<file path="config.mk">
export PLATFORM = sky130hd
export DESIGN_NAME = ps2_host_tx
export DESIGN_NICKNAME = d
export VERILOG_FILES = /design/src/rtl/ps2_pkg.sv /design/src/rtl/ps2_line_filter.sv /design/src/rtl/ps2_host_tx.sv
export SDC_FILE = /design/constraint.sdc
export NUM_CORES = 1
export LEC_CHECK = 0
export BUFFER_PORTS_ARGS = -buffer_cell sky130_fd_sc_hd__buf_2
export CAP_MARGIN = 25
export CORE_MARGIN = 1
export CORE_UTILIZATION = 55
export DETAILED_ROUTE_END_ITERATION = 7
export PLACE_DENSITY_LB_ADDON = 0.1
export SYNTH_ARGS = -nofsm -noshare
export SYNTH_HDL_FRONTEND = slang
export SYNTH_SLANG_ARGS = --single-unit
</file>
<file path="constraint.sdc">
create_clock -name clk -period 4.1 [get_ports clk]
set_input_delay 0.82 -clock clk [delete_from_list [all_inputs] [get_ports clk]]
set_output_delay 0.82 -clock clk [all_outputs]
set_load 0.02 [all_outputs]
</file>
<file path="src/rtl/ps2_pkg.sv">
// Shared types and constants for the PS/2 host transmitter and keyboard receiver.
package ps2_pkg;

  typedef enum logic [2:0] {
    ST_IDLE,
    ST_INHIBIT,
    ST_RTS,
    ST_DATA,
    ST_PARITY,
    ST_STOP,
    ST_ACK,
    ST_WAIT_IDLE
  } ps2_tx_state_t;

  localparam logic [7:0] PS2_CMD_SET_LEDS = 8'hED;
  localparam logic [7:0] PS2_CMD_RESET    = 8'hFF;
  localparam logic [7:0] PS2_CMD_ECHO     = 8'hEE;
  localparam logic [7:0] PS2_RSP_ACK      = 8'hFA;

  // PS/2 frames use odd parity over the data byte plus the parity bit.
  function automatic logic ps2_odd_parity(input logic [7:0] data);
    return ~^data;
  endfunction

endpackage

</file>
<file path="src/rtl/ps2_line_filter.sv">
// Two-flop synchroniser followed by a stability filter for one PS/2 line.
// The output changes only after FILTER_LEN consecutive samples agree on the new level.
module ps2_line_filter #(
  parameter int FILTER_LEN = 8
) (
  input  logic clk,
  input  logic Reset_n,
  input  logic line,
  output logic filtered
);

  localparam int CW = $clog2(FILTER_LEN + 1);
  localparam logic [CW-1:0] LAST = CW'(FILTER_LEN - 1);

  logic [1:0]    sync_q;
  logic [CW-1:0] cnt_q;

  // NOTE: state is updated with non-blocking assignments only, and reset is
  // sampled on the clock edge, so the flops infer without async reset pins.
  always_ff @(posedge clk) begin
    if (!Reset_n) begin
      sync_q   <= 2'b11;
      cnt_q    <= '0;
      filtered <= 1'b1;
    end else begin
      sync_q <= {sync_q[0], line};
      if (sync_q[1] == filtered) begin
        cnt_q <= '0;
      end else if (cnt_q == LAST) begin
        filtered <= sync_q[1];
        cnt_q    <= '0;
      end else begin
        cnt_q <= cnt_q + CW'(1);
      end
    end
  end

endmodule

</file>
<file path="src/rtl/ps2_host_tx.sv">
// PS/2 host-to-device command transmitter: inhibit, request-to-send, then
// shifts out one byte on device-generated clock falls and checks the ACK.
module ps2_host_tx
  import ps2_pkg::*;
#(
  parameter int INHIBIT_CYCLES    = 5760,
  parameter int FIRST_CLK_TIMEOUT = 720000,
  parameter int BIT_TIMEOUT       = 96000,
  parameter int FILTER_LEN        = 8
) (
  input  logic       clk,
  input  logic       Reset_n,
  input  logic       tx_valid,
  input  logic [7:0] tx_data,
  output logic       tx_ready,
  output logic       tx_done,
  output logic       tx_error,
  output logic       busy,
  input  logic       ps2_clk_i,
  input  logic       ps2_dat_i,
  output logic       ps2_clk_oe,
  output logic       ps2_dat_oe
);

  localparam int MAX_A     = (INHIBIT_CYCLES > BIT_TIMEOUT) ? INHIBIT_CYCLES : BIT_TIMEOUT;
  localparam int MAX_LIMIT = (MAX_A > FIRST_CLK_TIMEOUT) ? MAX_A : FIRST_CLK_TIMEOUT;
  localparam int CNT_W     = $clog2(MAX_LIMIT);

  // Clock is held low for INHIBIT_CYCLES in total; the final one of those is
  // the RTS cycle, where data is already pulled low.
  localparam logic [CNT_W-1:0] INHIBIT_LAST = CNT_W'(INHIBIT_CYCLES - 2);
  localparam logic [CNT_W-1:0] FIRST_LAST   = CNT_W'(FIRST_CLK_TIMEOUT - 1);
  localparam logic [CNT_W-1:0] BIT_LAST     = CNT_W'(BIT_TIMEOUT - 1);

  ps2_tx_state_t    state;
  logic [CNT_W-1:0] cnt;
  logic [CNT_W-1:0] cnt_limit;
  logic [2:0]       idx;
  logic [7:0]       data_q;
  logic             parity_q;
  logic             clk_filt;
  logic             dat_filt;
  logic             clk_filt_q;
  logic             fall;

  ps2_line_filter #(.FILTER_LEN(FILTER_LEN)) u_clk_filter (
    .clk      (clk),
    .Reset_n  (Reset_n),
    .line     (ps2_clk_i),
    .filtered (clk_filt)
  );

  ps2_line_filter #(.FILTER_LEN(FILTER_LEN)) u_dat_filter (
    .clk      (clk),
    .Reset_n  (Reset_n),
    .line     (ps2_dat_i),
    .filtered (dat_filt)
  );

  assign fall      = clk_filt_q & ~clk_filt;
  assign cnt_limit = (state == ST_DATA && idx == 3'd0) ? FIRST_LAST : BIT_LAST;
  assign tx_ready  = (state == ST_IDLE);
  assign busy      = ~tx_ready;

  always_ff @(posedge clk) begin
    if (!Reset_n) begin
      state      <= ST_IDLE;
      cnt        <= '0;
      idx        <= '0;
      data_q     <= '0;
      parity_q   <= 1'b0;
      clk_filt_q <= 1'b1;
      ps2_clk_oe <= 1'b0;
      ps2_dat_oe <= 1'b0;
      tx_done    <= 1'b0;
      tx_error   <= 1'b0;
    end else begin
      clk_filt_q <= clk_filt;
      // NOTE: default-low here makes tx_done/tx_error single-cycle pulses.
      tx_done    <= 1'b0;
      tx_error   <= 1'b0;

      case (state)
        ST_IDLE: begin
          if (tx_valid) begin
            data_q     <= tx_data;
            parity_q   <= ps2_odd_parity(tx_data);
            ps2_clk_oe <= 1'b1;
            cnt        <= '0;
            state      <= ST_INHIBIT;
          end
        end

        ST_INHIBIT: begin
          if (cnt == INHIBIT_LAST) begin
            ps2_dat_oe <= 1'b1;
            state      <= ST_RTS;
          end else begin
            cnt <= cnt + CNT_W'(1);
          end
        end

        ST_RTS: begin
          ps2_clk_oe <= 1'b0;
          cnt        <= '0;
          idx        <= '0;
          state      <= ST_DATA;
        end

        ST_DATA, ST_PARITY, ST_STOP, ST_ACK, ST_WAIT_IDLE: begin
          if (state == ST_WAIT_IDLE && clk_filt && dat_filt) begin
            tx_done <= 1'b1;
            cnt     <= '0;
            state   <= ST_IDLE;
          end else if (fall) begin
            cnt <= '0;
            case (state)
              ST_DATA: begin
                ps2_dat_oe <= ~data_q[idx];
                idx        <= idx + 3'd1;
                if (idx == 3'd7) state <= ST_PARITY;
              end
              ST_PARITY: begin
                ps2_dat_oe <= ~parity_q;
                state      <= ST_STOP;
              end
              ST_STOP: begin
                ps2_dat_oe <= 1'b0;
                state      <= ST_ACK;
              end
              ST_ACK: begin
                if (dat_filt) begin
                  tx_error <= 1'b1;
                  state    <= ST_IDLE;
                end else begin
                  state <= ST_WAIT_IDLE;
                end
              end
              default: ;
            endcase
          end else if (cnt == cnt_limit) begin
            ps2_clk_oe <= 1'b0;
            ps2_dat_oe <= 1'b0;
            tx_error   <= 1'b1;
            cnt        <= '0;
            state      <= ST_IDLE;
          end else begin
            cnt <= cnt + CNT_W'(1);
          end
        end

        default: state <= ST_IDLE;
      endcase
    end
  end

endmodule

</file>
==> out/metrics.cfg <==
[outcome]
status=completed

[setup_path]
required_ns=3.28
crit_buf_inv=1
r2r_slack_ns=1.71
slowest_stage=dfxtp_1
r2r_cells=9
cp-endpoint=tx_ready
startpoint=state[2]
max_stage_delay_ns=0.49
worstSetupPathDepth=3
worstPathMaxFanout=16
critical-path-top-delay-family=simple AND/OR/NAND/NOR gates
r2r_start=idx[0]
cp.arrival_ns=1.58
endpoint_kind=output port
crit_chain=or2_4, nor2_1, buf_2
start_kind=register
reg2reg_to=cnt[14]
worstSetupPathType=register to output port

[layout]
diodes=0
multi_input_area_um2=1697
nFillCells=474
drive_gt1_frac=0.1267
mostFrequentLayoutCells=dfxtp_1, nand2_1, nor2_1
regArea_um2=1081
area_growth_pct=7.342
layout_commonest_cell=dfxtp_1
utilization=0.6124
nets=382

[yosys]
syn_area_um2=2914
synth_edf_count=0
syn-num-nets=374
synth_cell_types=60
synth-main-ff-cell=dfxtp_1
synth_area_per_cell_um2=8.232
synth_seq_area_share=0.3710
ys_ff_latch=54
yosysWarnings=0
async_reset_ff_frac=0
syn_inst=354

[placement]
hpwl_um=4165
numPortBuffers=18
place_congestion=0.7925

[floorplanning]
die_w_um=74.79
fp.dieH_um=74.79
die_area_um2=5594
start_util=0.5706
core_um2=5107
ios=19
rows=26

[sta]
rsz0062_at_grt=no
finalHoldViolations=0
setup_tns_ns=0
clock_skew_ns=0.007173
tightest_slew_ns=1.011
slew_headroom=0.3253
period_share=0.5842
max_freq_ghz=0.4175
whs_ns=0.4221
finalSetupViolations=0
post-route-min-period_ns=2.395
final-max-slew-violation-count=0

[pwr]
vdd_drop_max_mv=0.3227
leakagePower_nw=1.079
powerDensity_nw_per_um2=453.3

[min_path]
hold_start=u_clk_filter.sync_q[0]
hp-class=register to register

[clocking]
cts_tree=yes
ctsHoldBuffers=0
cts_sinks=54
h-tree-depth=2
insertion_delay_ns=0.31
post_cts_buffers=0
cts_buffer_depth=2
cts_resized=0
cts.clk_slew.worst_paths_ns=0.11
cts_root_buffer=clkbuf_8
cts_made_buffers=5

[detailed_routing]
drt_iter0_drc=136
vias_per_cell=5.841
drt-total-wl_um=6104
drtPass1Iterations=4
drcViolationCount=0
wire_per_inst_um=14.10
vias=2529
ant_nets=0

[global_route]
grt_pass1_wl_um=10270
grt_usage=0.2384
grt_overflow_total=0
first_global_vias=2271
grt_max_degree=40
antenna_found_initial=0

[job]
max_cap_viol_count=0

stage by stage:
stage | area [um^2] | std cells | total power [mW] | worst slack (ns)
2_1_floorplan | 2914 | 354 | 0.9631 | 2.036
3_3_place_gp | 3004 | 424 | 1.038 | 1.724
3_5_place_dp | 3004 | 424 | 1.042 | 1.667
4_1_cts | 3120 | 432 | 1.414 | 1.587
5_1_grt | 3128 | 433 | 1.496 | 1.502
6_report | 3128 | 433 | 1.418 | 1.705
worst min-delay path by stage:
| stage | end | slack [ns] | cells past startpoint |
|---|---|---|---|
| 2_1_floorplan | u_clk_filter.sync_q[1] | 0.39 | 1 |
| 3_3_place_gp | u_dat_filter.sync_q[1] | 0.40 | 1 |
| 3_5_place_dp | u_clk_filter.sync_q[1] | 0.40 | 1 |
| 4_1_cts | u_clk_filter.sync_q[1] | 0.43 | 1 |
| 5_1_grt | u_dat_filter.sync_q[1] | 0.47 | 1 |
| 6_report | u_clk_filter.sync_q[1] | 0.42 | 1 |
area by class of cell:
class | count | area share
Clock buffer | 5 | 0.02200
Timing Repair Buffer | 20 | 0.03360
Inverter | 11 | 0.01320
Sequential cell | 54 | 0.3456
Multi-Input combinational cell | 270 | 0.5424
Tap cell | 70 | 0.02800
Clock inverter | 3 | 0.01520
per-layer routing:
metal  track usage  wire length [um]  vias up
met1        0.3169              3017     1206
met5             0                 0        -
met2        0.4014              2892       27
met3       0.04552               138        5
li1              -                 -     1291
met4       0.05660                55        0
report_power, final:
group / switching (mW) / internal [mW] / total [mW] / leakage [nW]
sequential: 0.0409 / 0.562 / 0.602 / 0.438
combinational: 0.285 / 0.156 / 0.441 / 0.581
clock: 0.188 / 0.187 / 0.374 / 0.0591
synth_stat cells, types with 3 or more instances:
cell type | n | area share
dfxtp_1 | 54 | 0.37
nand2_1 | 51 | 0.066
nor2_1 | 32 | 0.041
nand3_1 | 28 | 0.048
a21oi_1 | 21 | 0.036
o21ai_0 | 12 | 0.021
inv_1 | 11 | 0.014
or4_1 | 11 | 0.028
a31oi_1 | 10 | 0.021
clkbuf_1 | 9 | 0.012
nand2b_1 | 8 | 0.017
xnor2_1 | 8 | 0.024
ha_1 | 7 | 0.030
xor2_1 | 7 | 0.021
nor4_1 | 6 | 0.013
buf_2 | 5 | 0.0086
and3_1 | 4 | 0.0086
mux2i_1 | 4 | 0.014
nand4_1 | 4 | 0.0086
o211ai_1 | 4 | 0.010
buf_4 | 3 | 0.0077
nand3b_1 | 3 | 0.0077
or3_1 | 3 | 0.0064
sequential cells by signal, indices dropped and copies added (netlist names), 2 cells and up:
signal and cells:
u_clk_filter.sync_q 2, cnt 20, u_dat_filter.sync_q 2, u_dat_filter.cnt_q 4, data_q 8, state 3
idx 3, u_clk_filter.cnt_q 4
kinds of logic (layout without fill, tap and decap cells):
logic type      Yosys count  after routing  synth area share
fa+ha+maj                 7              7           0.03005
simple gates            174            174            0.3173
xor+xnor                 15             15           0.04509
compound gates           68             68            0.1576
buf+inv                  30             39           0.04980
mux                       6              6           0.02920
flops                    54             54            0.3710
No activity file was read; power rests on OpenSTA's default activity.
